[src/rtl/uart_rx_wb.sv]
// -----------------------------------------------------------------------------
// uart_rx_wb
//
// Receives 8N1 serial frames on uart_rx. Each byte with a valid stop bit is
// issued as one Wishbone pipelined write of wb_dat_o. wb_dat_o doubles as the
// one-byte holding register: it is busy from byte load until the write is
// acknowledged.
//
// Ports
//   clk_i        system clock
//   rst_ni       asynchronous active-low reset
//   uart_rx      serial input, idle high, asynchronous to clk_i
//   wb_cyc_o     Wishbone cycle, high from request until acknowledge
//   wb_stb_o     Wishbone strobe, high until the slave accepts the write
//   wb_dat_o     received byte
//   wb_stall_i   slave stall
//   wb_ack_i     slave acknowledge
//   frame_err_o  one-cycle pulse: stop bit sampled low, byte discarded
//   overrun_o    one-cycle pulse: byte completed while the holding register
//                was busy, new byte dropped
//
// Handshake: wb_stb_o acts as valid and !wb_stall_i as ready. A write is
// accepted on any cycle with wb_stb_o && !wb_stall_i; wb_dat_o holds its
// value while wb_stb_o is high. wb_cyc_o stays high until a cycle with
// wb_ack_i, which may coincide with the accepting cycle. wb_ack_i is ignored
// while no write is outstanding.
// -----------------------------------------------------------------------------
module uart_rx_wb #(
    parameter int CLKS_PER_BIT = 868
) (
    input  logic       clk_i,
    input  logic       rst_ni,
    input  logic       uart_rx,
    output logic       wb_cyc_o,
    output logic       wb_stb_o,
    output logic [7:0] wb_dat_o,
    input  logic       wb_stall_i,
    input  logic       wb_ack_i,
    output logic       frame_err_o,
    output logic       overrun_o
);

    localparam int            CW   = $clog2(CLKS_PER_BIT);
    localparam logic [CW-1:0] HALF = CW'(CLKS_PER_BIT / 2);
    localparam logic [CW-1:0] LAST = CW'(CLKS_PER_BIT - 1);

    typedef enum logic [2:0] {RX_IDLE, RX_START, RX_DATA, RX_STOP, RX_BREAK} rx_state_e;
    typedef enum logic [1:0] {W_IDLE, W_REQ, W_ACK} wb_state_e;

    // Both FSM states in one observable struct.
    typedef struct packed {
        rx_state_e rx;
        wb_state_e wb;
    } fsm_dbg_t;

    rx_state_e     rx_state, rx_next;
    wb_state_e     wb_state, wb_next;
    fsm_dbg_t      fsm_dbg;

    logic          rx_meta, rx_s;
    logic [1:0]    warm;
    logic          armed;
    logic [CW-1:0] cnt;
    logic [2:0]    bit_idx;
    logic [7:0]    shift;

    logic          cnt_clear, bit_tick, byte_done, stop_bad;

    assign fsm_dbg.rx = rx_state;
    assign fsm_dbg.wb = wb_state;

    // Two-flop synchroniser, idle (high) at reset.
    always_ff @(posedge clk_i or negedge rst_ni) begin
        if (!rst_ni) begin
            rx_meta <= 1'b1;
            rx_s    <= 1'b1;
        end else begin
            rx_meta <= uart_rx;
            rx_s    <= rx_meta;
        end
    end

    // The synchroniser's reset value is not a real observation of the line.
    // Start detection is armed only once rx_s has shown the pin high, so a
    // frame already in progress at reset release is hunted from its next
    // falling edge instead of its middle.
    always_ff @(posedge clk_i or negedge rst_ni) begin
        if (!rst_ni) begin
            warm  <= 2'b00;
            armed <= 1'b0;
        end else begin
            warm  <= {warm[0], 1'b1};
            armed <= armed | (warm[1] & rx_s);
        end
    end

    // ---------------- receive FSM ----------------
    always_ff @(posedge clk_i or negedge rst_ni) begin
        if (!rst_ni) rx_state <= RX_IDLE;
        else         rx_state <= rx_next;
    end

    always_comb begin
        rx_next = rx_state;
        case (rx_state)
            RX_IDLE:  if (armed && !rx_s) rx_next = RX_START;
            RX_START: if (cnt == HALF) rx_next = rx_s ? RX_IDLE : RX_DATA;
            RX_DATA:  if (cnt == LAST && bit_idx == 3'd7) rx_next = RX_STOP;
            RX_STOP:  if (cnt == LAST) rx_next = rx_s ? RX_IDLE : RX_BREAK;
            RX_BREAK: if (rx_s) rx_next = RX_IDLE;
            default:  rx_next = RX_IDLE;
        endcase
    end

    always_comb begin
        bit_tick  = (fsm_dbg.rx == RX_DATA) && (cnt == LAST);
        byte_done = (fsm_dbg.rx == RX_STOP) && (cnt == LAST) && rx_s;
        stop_bad  = (fsm_dbg.rx == RX_STOP) && (cnt == LAST) && !rx_s;
        // The counter restarts at every sample point so each following
        // sample lands a full bit period later.
        cnt_clear = (fsm_dbg.rx == RX_IDLE) || (fsm_dbg.rx == RX_BREAK) ||
                    ((fsm_dbg.rx == RX_START) && (cnt == HALF)) ||
                    (((fsm_dbg.rx == RX_DATA) || (fsm_dbg.rx == RX_STOP)) && (cnt == LAST));
    end

    always_ff @(posedge clk_i or negedge rst_ni) begin
        if (!rst_ni) begin
            cnt     <= '0;
            bit_idx <= 3'd0;
            shift   <= 8'h00;
        end else begin
            cnt <= cnt_clear ? '0 : cnt + CW'(1);
            if (rx_state != RX_DATA) bit_idx <= 3'd0;
            else if (bit_tick)       bit_idx <= bit_idx + 3'd1;
            if (bit_tick) shift <= {rx_s, shift[7:1]};
        end
    end

    // ---------------- Wishbone master FSM ----------------
    always_ff @(posedge clk_i or negedge rst_ni) begin
        if (!rst_ni) wb_state <= W_IDLE;
        else         wb_state <= wb_next;
    end

    always_comb begin
        wb_next = wb_state;
        case (wb_state)
            W_IDLE:  if (byte_done) wb_next = W_REQ;
            W_REQ:   if (!wb_stall_i) wb_next = wb_ack_i ? W_IDLE : W_ACK;
            W_ACK:   if (wb_ack_i) wb_next = W_IDLE;
            default: wb_next = W_IDLE;
        endcase
    end

    always_comb begin
        wb_cyc_o = (fsm_dbg.wb != W_IDLE);
        wb_stb_o = (fsm_dbg.wb == W_REQ);
    end

    // Holding register and error pulses. A byte completing on the edge where
    // the write finishes still sees a busy register and is counted as overrun.
    always_ff @(posedge clk_i or negedge rst_ni) begin
        if (!rst_ni) begin
            wb_dat_o    <= 8'h00;
            frame_err_o <= 1'b0;
            overrun_o   <= 1'b0;
        end else begin
            frame_err_o <= stop_bad;
            overrun_o   <= byte_done && (wb_state != W_IDLE);
            if (byte_done && wb_state == W_IDLE) wb_dat_o <= shift;
        end
    end

endmodule

[config.mk]
export PLATFORM = sky130hd
export DESIGN_NAME = uart_rx_wb
export DESIGN_NICKNAME = d
export VERILOG_FILES = /design/src/rtl/uart_rx_wb.sv
export SDC_FILE = /design/constraint.sdc
export NUM_CORES = 1
export LEC_CHECK = 0
export CAP_MARGIN = 20
export CORE_MARGIN = 1
export CORE_UTILIZATION = 58
export CTS_CLUSTER_SIZE = 20
export DETAILED_ROUTE_END_ITERATION = 6
export HOLD_SLACK_MARGIN = 0.15
export PLACE_DENSITY = 0.81
export RECOVER_POWER = 25
export SLEW_MARGIN = 20
export SYNTH_ARGS = -nofsm -noshare
export SYNTH_HDL_FRONTEND = slang
export SYNTH_SLANG_ARGS = --single-unit
[constraint.sdc]
create_clock -name clk_i -period 3.7 [get_ports clk_i]
set_input_delay 0.37 -clock clk_i [delete_from_list [all_inputs] [get_ports clk_i]]
set_output_delay 0.37 -clock clk_i [all_outputs]
set_load 0.02 [all_outputs]
==> impl_metrics.json, run 1 <==
{
  "status": "finished with violations",
  "violations": "design-rule violations, max-capacitance violations, max-slew violations",
  "ant_nets": 0,
  "slew-limit-headroom_pct": -42.3,
  "pwr-share-comb_pct": 14.0,
  "ys_seq_area_share_pct": 58.3,
  "synth_xor_area_share_pct": 4.47,
  "place_congestion": 0.853,
  "yosysUniqueCellTypes": 33,
  "finalHoldViolCount": 0,
  "drv_slew": 42,
  "antenna_found_initial": 0,
  "die_area_mm2": 0.00326,
  "vias_per_cell": 5.59,
  "critPathBufInv": 2,
  "syn_avg_cell_area_um2": 12.8,
  "vias": 1079,
  "drtIter0Drc": 41,
  "track_usage_pct": 22.3,
  "fin_cells": 193,
  "cellLeakagePower_uw": 0.000979,
  "p_sw_share_pct": 28.9,
  "synth_top_family_by_area": "simple AND/OR/NAND/NOR gates",
  "clkTransAtPathRegs_ns": 0.12,
  "cts_root_buffer": "clkbuf_4",
  "cts_buffers": 5,
  "grt_overflow": 0,
  "dr.pass1.iters": 6,
  "hpwl_um": 2070,
  "layout.nets": 170,
  "core_mm2": 0.00283,
  "rsz0062_at_grt": "no",
  "min_path_type": "flop to flop",
  "worstSkewPairLatency_ns": 0.35,
  "diodes": 0,
  "grt_pass1_vias": 1160,
  "synth_fa_ha_area_share_pct": 2.84,
  "cp-start-kind": "input pin",
  "crit_chain": "dlygate4sd3_1 -> clkbuf_1",
  "worst_setup_path_end_kind": "asynchronous set/reset pin",
  "start_util_pct": 62.3,
  "cts.sink_count": 41,
  "fillCellCount": 203,
  "port_buffers": 16,
  "critPathTopFamily": "buffers and inverters",
  "criticalPathCategory": "input pin to asynchronous set/reset pin",
  "p_switching_uw": 238,
  "drcViolationCount": 2,
  "yosysWarnings": 0,
  "maxCapViolCount": 1,
  "setup_viol": 0,
  "vdd_drop_max_v": 0.000342,
  "yosys.area_share.simple_pct": 15.3,
  "fmax_mhz": 421,
  "syn-num-nets": 147,
  "cts_max_path_buffers": 2,
  "synth_compound_area_share_pct": 4.61,
  "synth_cells": 138,
  "power_frac_seq_pct": 59.6,
  "wl_um": 3010,
  "synth_seq_cells": 41,
  "clkPwrFrac_pct": 26.4,
  "post_cts_buffers": 0,
  "grt_max_degree": 42,
  "grt_pass1_wl_um": 5240,
  "rows": 19,
  "tightest_slew_ns": 2.13,
  "pin_count": 17,
  "htreeDepth": 2,
  "period_minus_slack_ns": 2.38,
  "muxShareOfSynthArea_pct": 13.2,
  "dieHeight_um": 57.1,
  "period_share_pct": 64.3,
  "area.growth.synth_to_final_pct": 14.4,
  "drive_above_1_share_pct": 20.4,
  "final_cell_mix": "dfrtp_1 (39), nor2_1 (18), mux2_2 (18), clkdlybuf4s50_1 (14), nand3_1 (6)",
  "die_x_um": 57.1,
  "syn_area_mm2": 0.00176,
  "final_util_pct": 71.3,
  "wl_per_cell_um": 15.6,
  "dpl.cell_count": 184,
  "layout_commonest_cell": "dfrtp_1",
  "pwr_density_cell_mw_per_mm2": 409,
  "path_max_fanout": 41,
  "worstPathRequired_ns": 3.75,
  "tritoncts": "built",
  "clock_skew_ns": 0.00449,
  "max_stage_delay_ns": 1.52,
  "internal_power_uw": 587,
  "arrival_ns": 2.43,
  "tns_ns": 0,
  "crit_slowest_cell": "clkbuf_1"
}
synth_stat cells:
master    instances  area [um^2]
nor3b_2           1         12.5
nor3b_1           1         7.51
dfstp_2           2         52.6
mux2i_1           3         30.0
o32ai_2           1         16.3
and3_1            4         25.0
clkbuf_1          1         3.75
nor2_1           18         67.6
o21ai_0           1         5.00
dfrtp_1          39          976
nor2b_1           3         18.8
nor3_4            2         32.5
nand4_1           3         18.8
nand3_1           6         30.0
a21o_1            2         15.0
mux2_2           18          203
o211ai_1          1         7.51
nand2_4           1         11.3
o311a_1           1         10.0
o21bai_1          1         7.51
xnor2_1           4         35.0
xor2_1            5         43.8
nor3_1            1         5.00
o32a_1            1         10.0
nand2_1           3         11.3
a21oi_1           2         10.0
inv_1             4         15.0
or2_2             1         6.26
nand4b_1          1         8.76
nand3b_1          1         7.51
ha_1              4         50.1
and2_1            1         6.26
conb_1            1         3.75
stage by stage:
| stage | area [um^2] | power (uW) | setup WS [ns] | hold slack (ns) |
|---|---|---|---|---|
| 3_3_place_gp | 1950 | 604 | 1.70 | 0.337 |
| 3_5_place_dp | 1950 | 613 | 1.61 | 0.336 |
| 5_1_grt | 2020 | 871 | 0.882 | 0.383 |
| 6_report | 2020 | 825 | 1.32 | 0.361 |
| 2_1_floorplan | 1760 | 575 | 1.86 | 0.0744 |
| 4_1_cts | 2020 | 841 | 1.58 | 0.364 |
state kept, by name (all words and copies together), names as in the netlist:
name and cells:
rx_meta 1, cnt 10, warm 2, rx_s 1, armed 1, shift 8, wb_state 2, frame_err_o 1
bit_idx 3, overrun_o 1, rx_state 3, wb_dat_o 8
final cells by class:
class                      count  area (um^2)  share of cell area [%]
clock inverter                 3         17.5                   0.868
sequential                    41         1030                    51.0
inverter                       4         15.0                   0.744
clock buffer                   5         37.5                    1.86
timing repair buffer          17          164                    8.13
multi-input combinational     92          716                    35.5
tap                           31         38.8                    1.92
power groups by stage:
stage                     registers (uW)  logic, uW  clock network (uW)
after floorplan                      494       80.8                   0
after global placement               497        107                   0
after detailed placement             500        114                   0
after CTS                            492        117                 232
after global routing                 494        134                 242
final                                492        115                 218
worst paths after layout:
kind / from / end / slack (ns) / depth (start not counted)
worst max-delay path: rst_ni / cnt[1]$_DFF_PN0_ / 1.32 / 2
worst min-delay path: warm[0]$_DFF_PN0_ / warm[1]$_DFF_PN0_ / 0.36 / 0
worst max register to register: cnt[0]$_DFF_PN0_ / wb_dat_o[4]$_DFFE_PN0P_ / 1.61 / 6
worst min register to register: warm[0]$_DFF_PN0_ / warm[1]$_DFF_PN0_ / 0.36 / 0
max in group clk_i: cnt[0]$_DFF_PN0_ / wb_dat_o[4]$_DFFE_PN0P_ / 1.61 / 6
min in group asynchronous: rst_ni / cnt[6]$_DFF_PN0_ / 1.17 / 2
cell families after synthesis:
logic type	count (synthesis)
other	1
AOI/OAI and AO/OA	10
buffers and inverters	5
xor gates and xnor gates	9
and+or+nand+nor	47
adders and majority gates	4
DFF	41
muxes	21
per-layer routing:
layer	global-route usage, %	vias to the layer above	share of wire (%)
li1	-	529	-
met1	26.8	523	46
met2	36.6	20	49
met3	5.44	7	3.7
met4	13.6	0	1.5
met5	0	-	0
what timing repair did:
item / in CTS / in global routing
gates resized for setup: 0 / 0
hold buffers: 1 / 0
endpoints found under the hold margin: 39 / 0
Power figures use the tool's default switching activity.
==> run 2, diff against run 1 <==
CORE_UTILIZATION = 50   (was 58)
PLACE_DENSITY = 0.74   (was 0.81)
clock period = 2.15 ns   (was 3.7 ns; I/O delays follow)
==> run 2 against run 1 <==
  * The run now ends clean
  * First-iteration DRC count decreased by 24%
  * Sequential share of layout area shrank 2.0 points
  * Flip-flop and latch count unchanged
  * Global-route usage shrank 4.6 points
  * Sequential power is 71% higher
  * Die area is 15% higher
  * Final cell count rose by 9.3%
  * Core utilization shrank 8.9 points
  * Non-clock buffer count rose by 3
  * Setup slack worse by 1.1 ns
  * Clock-buffer cell count did not move
  * Critical path type is now flop to flop
  * Critical endpoint is now wb_dat_o[2]$_DFFE_PN0P_
  * Largest power group unchanged
  * Highest routed layer unchanged
==> impl_metrics.json, run 2 (same netlist as run 1, synthesis figures left out) <==
{
  "status": "finished clean",
  "pin_count": 17,
  "finalPower_uw": 1550,
  "post_dp_cell_area_mm2": 0.00199,
  "cellLeakagePower_uw": 0.00101,
  "start_util_pct": 52.4,
  "drtIter0Drc": 31,
  "grt_max_degree": 42,
  "worst_setup_path_end_kind": "flop",
  "dr.pass1.iters": 4,
  "path_max_fanout": 9,
  "die_x_um": 61.4,
  "fmax_mhz": 507,
  "r2r-end": "wb_dat_o[2]$_DFFE_PN0P_",
  "grt_pass1_vias": 1081,
  "arrival_ns": 2.22,
  "cts_root_buffer": "clkbuf_4",
  "antenna_found_initial": 0,
  "diodes": 0,
  "largest_reg_flops": 10,
  "crit_path_start": "cnt[0]$_DFF_PN0_",
  "worstHoldEndpoint": "warm[1]$_DFF_PN0_",
  "r2r_cells": 7,
  "largestRegisters": "cnt: 10 flops, shift: 8 flops, wb_dat_o: 8 flops",
  "dieHeight_um": 61.4,
  "htreeDepth": 2,
  "design_area_mm2": 0.00210,
  "cts_max_path_buffers": 2,
  "core_mm2": 0.00336,
  "cp-start-kind": "flop",
  "pwr_density_cell_mw_per_mm2": 737,
  "min_path_type": "flop to flop",
  "grt_overflow": 0,
  "layout.nets": 173,
  "slew-limit-headroom_pct": 35.9,
  "cts_buffers": 5,
  "rr_startpoint": "cnt[0]$_DFF_PN0_",
  "vdd_drop_max_v": 0.000485,
  "clkTransAtPathRegs_ns": 0.12,
  "top_register": "cnt",
  "clock_skew_ns": 0.0107,
  "cts.sink_count": 41,
  "hpwl_um": 1970,
  "final_cell_mix": "dfrtp_1 (39), nor2_1 (18), mux2_2 (18), clkdlybuf4s50_1 (14), nand3_1 (6)",
  "grt_pass1_wl_um": 4690,
  "hold_path_depth": 0,
  "worstPathRequired_ns": 2.40,
  "vias_per_cell": 5.24,
  "wl_per_cell_um": 13.1,
  "maxCapViolCount": 0,
  "rrSetupSlack_ns": 0.18,
  "period_share_pct": 91.7,
  "layout_commonest_cell": "dfrtp_1",
  "worstSkewPairLatency_ns": 0.35,
  "port_buffers": 16,
  "ant_nets": 0,
  "drcViolationCount": 0,
  "die_area_mm2": 0.00377,
  "finalHoldViolCount": 0,
  "vias": 1105,
  "setup_viol": 0,
  "track_usage_pct": 17.8,
  "rows": 21,
  "criticalPathCategory": "flop to flop",
  "place_congestion": 0.848,
  "hp-start": "warm[0]$_DFF_PN0_",
  "drv_slew": 0,
  "tritoncts": "built",
  "cts_resized": 0,
  "tns_ns": 0,
  "tightest_slew_ns": 0.961,
  "drive_above_1_share_pct": 22.4,
  "area.growth.synth_to_final_pct": 19.0,
  "period_minus_slack_ns": 1.97,
  "wl_um": 2760,
  "rsz0062_at_grt": "no"
}
[run 2: per-layer routing]
layer | global-route usage, % | wire [um]
met1 | 23.1 | 1290
met2 | 27.3 | 1320
met3 | 5.67 | 85
met4 | 8.25 | 63
met5 | 0 | 0
[run 2: metrics by stage]
stage          hold slack, ns  cells  utilization (%)  setup WS (ns)
6_report                0.365    211             62.4          0.179
2_1_floorplan         -0.0806    138                -          0.308
3_3_place_gp            0.335    201             59.1          0.160
4_1_cts                 0.249    210             61.8         0.0922
5_1_grt                 0.375    211             62.4         0.0412
3_5_place_dp            0.339    201             59.1          0.109
[run 2: cell type report]
cell class,instances,area (um^2)
multi-input cells,92,716
inverters,4,15.0
fillers,292,1260
well taps,46,57.6
repair buffers,20,200
clock buffers,5,37.5
clock inverters,3,43.8
flip-flops and latches,41,1030
[run 2: repair_timing]
action	in CTS	in global routing
setup buffers	0	1
hold buffers	1	0
endpoints found under the setup margin	0	8
endpoints found under the hold margin	39	0
[run 2: worst max-delay path by stage]
| stage | end | slack (ns) |
|---|---|---|
| global placement | wb_dat_o[4]$_DFFE_PN0P_ | 0.16 |
| CTS | wb_dat_o[0]$_DFFE_PN0P_ | 0.09 |
| floorplan | wb_dat_o[0]$_DFFE_PN0P_ | 0.31 |
| global route | wb_dat_o[6]$_DFFE_PN0P_ | 0.04 |
| finish | wb_dat_o[2]$_DFFE_PN0P_ | 0.18 |
| detailed placement | wb_dat_o[5]$_DFFE_PN0P_ | 0.11 |
[run 2: power by group]
part / internal (uW) / total [uW] / switching [uW] / leakage [uW]
clock network: 247 / 498 / 251 / 0.0000456
logic: 92.1 / 207 / 115 / 0.000417
registers: 807 / 842 / 35.1 / 0.000551
[run 2: worst max-delay path: stages (launching register included)]
cell and delay [ns]:
dfrtp_1 0.40, ha_1 0.21, nand4_1 0.15, nor3_4 0.25, nand2_4 0.13, nor3_4 0.25, buf_12 0.16, mux2_2 0.33
==> run 3, diff against run 2 <==
CORE_UTILIZATION = 58   (was 50)
PLACE_DENSITY = 0.81   (was 0.74)
clock period = 2.5 ns   (was 2.15 ns; I/O delays follow)
==> run 3 against run 2 <==
  * The flow now finishes with violations (design-rule violations)
  * Non-clock buffer count fell by 3
  * First-iteration DRC count rose by 32%
  * Wire length rose by 9.3%
  * Global-route usage rose by 4.6 points
  * Critical path type unchanged
  * Critical endpoint is now wb_dat_o[4]$_DFFE_PN0P_
  * Largest cell class unchanged
  * Largest power group unchanged
==> impl_metrics.json, run 3 (same netlist as run 1, synthesis figures left out) <==
{
  "status": "finished with violations",
  "violations": "design-rule violations",
  "criticalPathCategory": "flop to flop",
  "final_cell_mix": "dfrtp_1 (39), nor2_1 (18), mux2_2 (18), clkdlybuf4s50_1 (14), nand3_1 (6)",
  "cts_buffers": 5,
  "layout_commonest_cell": "dfrtp_1",
  "htreeDepth": 2,
  "cts_max_path_buffers": 2,
  "vias_per_cell": 5.59,
  "rrSetupSlack_ns": 0.41,
  "period_share_pct": 83.5,
  "multi_input_area_um2": 716,
  "cts_root_buffer": "clkbuf_4",
  "drcViolationCount": 2,
  "largest_reg_flops": 10,
  "clkTransAtPathRegs_ns": 0.12,
  "start_util_pct": 62.3,
  "pwr_density_cell_mw_per_mm2": 605,
  "dieHeight_um": 57.1,
  "fmax_mhz": 479,
  "tns_ns": 0,
  "grt_overflow": 0,
  "cts.sink_count": 41,
  "slew-limit-headroom_pct": 34.5,
  "largestRegisters": "cnt: 10 flops, shift: 8 flops, wb_dat_o: 8 flops",
  "grt_pass1_wl_um": 5240,
  "drv_slew": 0,
  "hpwl_um": 2070,
  "pin_count": 17,
  "arrival_ns": 2.33,
  "place_congestion": 0.853,
  "die_area_mm2": 0.00326,
  "die_x_um": 57.1,
  "vdd_drop_max_v": 0.000506,
  "top_register": "cnt",
  "antenna_found_initial": 0,
  "core_mm2": 0.00283,
  "fillCellCount": 202,
  "dr.pass1.iters": 6,
  "min_path_type": "flop to flop",
  "tritoncts": "built",
  "area.growth.synth_to_final_pct": 14.5,
  "tightest_slew_ns": 0.982,
  "maxCapViolCount": 0,
  "worstSkewPairLatency_ns": 0.35,
  "period_minus_slack_ns": 2.09,
  "wl_per_cell_um": 15.6,
  "path_max_fanout": 9,
  "cp-start-kind": "flop",
  "rows": 19,
  "cellLeakagePower_uw": 0.000982,
  "vias": 1078,
  "post_cts_buffers": 0,
  "setup_viol": 0,
  "clock_skew_ns": 0.00449,
  "worstPathRequired_ns": 2.75,
  "finalHoldViolCount": 0,
  "diodes": 0,
  "rsz0062_at_grt": "no",
  "grt_pass1_vias": 1160,
  "drtIter0Drc": 41,
  "worst_setup_path_end_kind": "flop",
  "port_buffers": 16,
  "regArea_mm2": 0.00103,
  "holdWs_ns": 0.361,
  "drive_above_1_share_pct": 21.0,
  "layout.nets": 170,
  "track_usage_pct": 22.3,
  "grt_max_degree": 42,
  "ant_nets": 0,
  "wl_um": 3010
}
## run 3: cell count changes in the layout (fill, tap and decap cells not counted), sizes merged
cell / previous run / this run
inv: 5 / 4
bufinv: 1 / 0
clkinvlp: 0 / 1
buf: 3 / 0
clkinv: 1 / 2
## run 3: where the power goes
part | total (uW) | internal [uW] | switching (uW)
clock network | 323 | 106 | 217
logic | 171 | 68.8 | 102
registers | 727 | 694 | 33.5
## run 3: area by class of cell
cell class,count,area share [%]
Clock buffer,5,1.86
Clock inverter,3,0.868
Inverter,4,0.744
Multi-Input combinational cell,92,35.5
Sequential cell,41,51.0
Tap cell,31,1.92
Timing Repair Buffer,17,8.18
## run 3: timing repair
item                                   CTS  global route
hold buffers                             1             0
gates resized for setup                  0             0
endpoints found under the hold margin   39             0
## run 3: final timing paths
path                                   startpoint                 endpoint  depth (start not counted)
max in group asynchronous                  rst_ni         cnt[1]$_DFF_PN0_                          2
worst max-delay path             cnt[0]$_DFF_PN0_  wb_dat_o[4]$_DFFE_PN0P_                          6
worst min-delay path            warm[0]$_DFF_PN0_        warm[1]$_DFF_PN0_                          0
worst max register to register   cnt[0]$_DFF_PN0_  wb_dat_o[4]$_DFFE_PN0P_                          6
worst min register to register  warm[0]$_DFF_PN0_        warm[1]$_DFF_PN0_                          0
min in group asynchronous                  rst_ni         cnt[6]$_DFF_PN0_                          2
## run 3: layer usage
layer / GRT usage, % / wire length [um]
met3: 5.44 / 108
met2: 36.6 / 1480
met4: 13.6 / 46
met1: 26.8 / 1380
met5: 0 / 0
## run 3: metrics by stage
step,setup WS (ns),utilization (%),total power [uW],area [um^2],instances
after CTS,0.385,71.3,1240,2020,193
after detailed placement,0.407,69.0,908,1950,184
final,0.413,71.3,1220,2020,193
after floorplan,0.658,-,851,1760,138
after global placement,0.501,69.0,894,1950,184
after global routing,0.292,71.3,1290,2020,193
## run 3: critical path, stage by stage, from the launching register on
cell and delay, ns:
dfrtp_1 0.40, ha_1 0.22, nand4_1 0.16, nor3_4 0.26
nand2_4 0.13, nor3_4 0.42, mux2_2 0.39
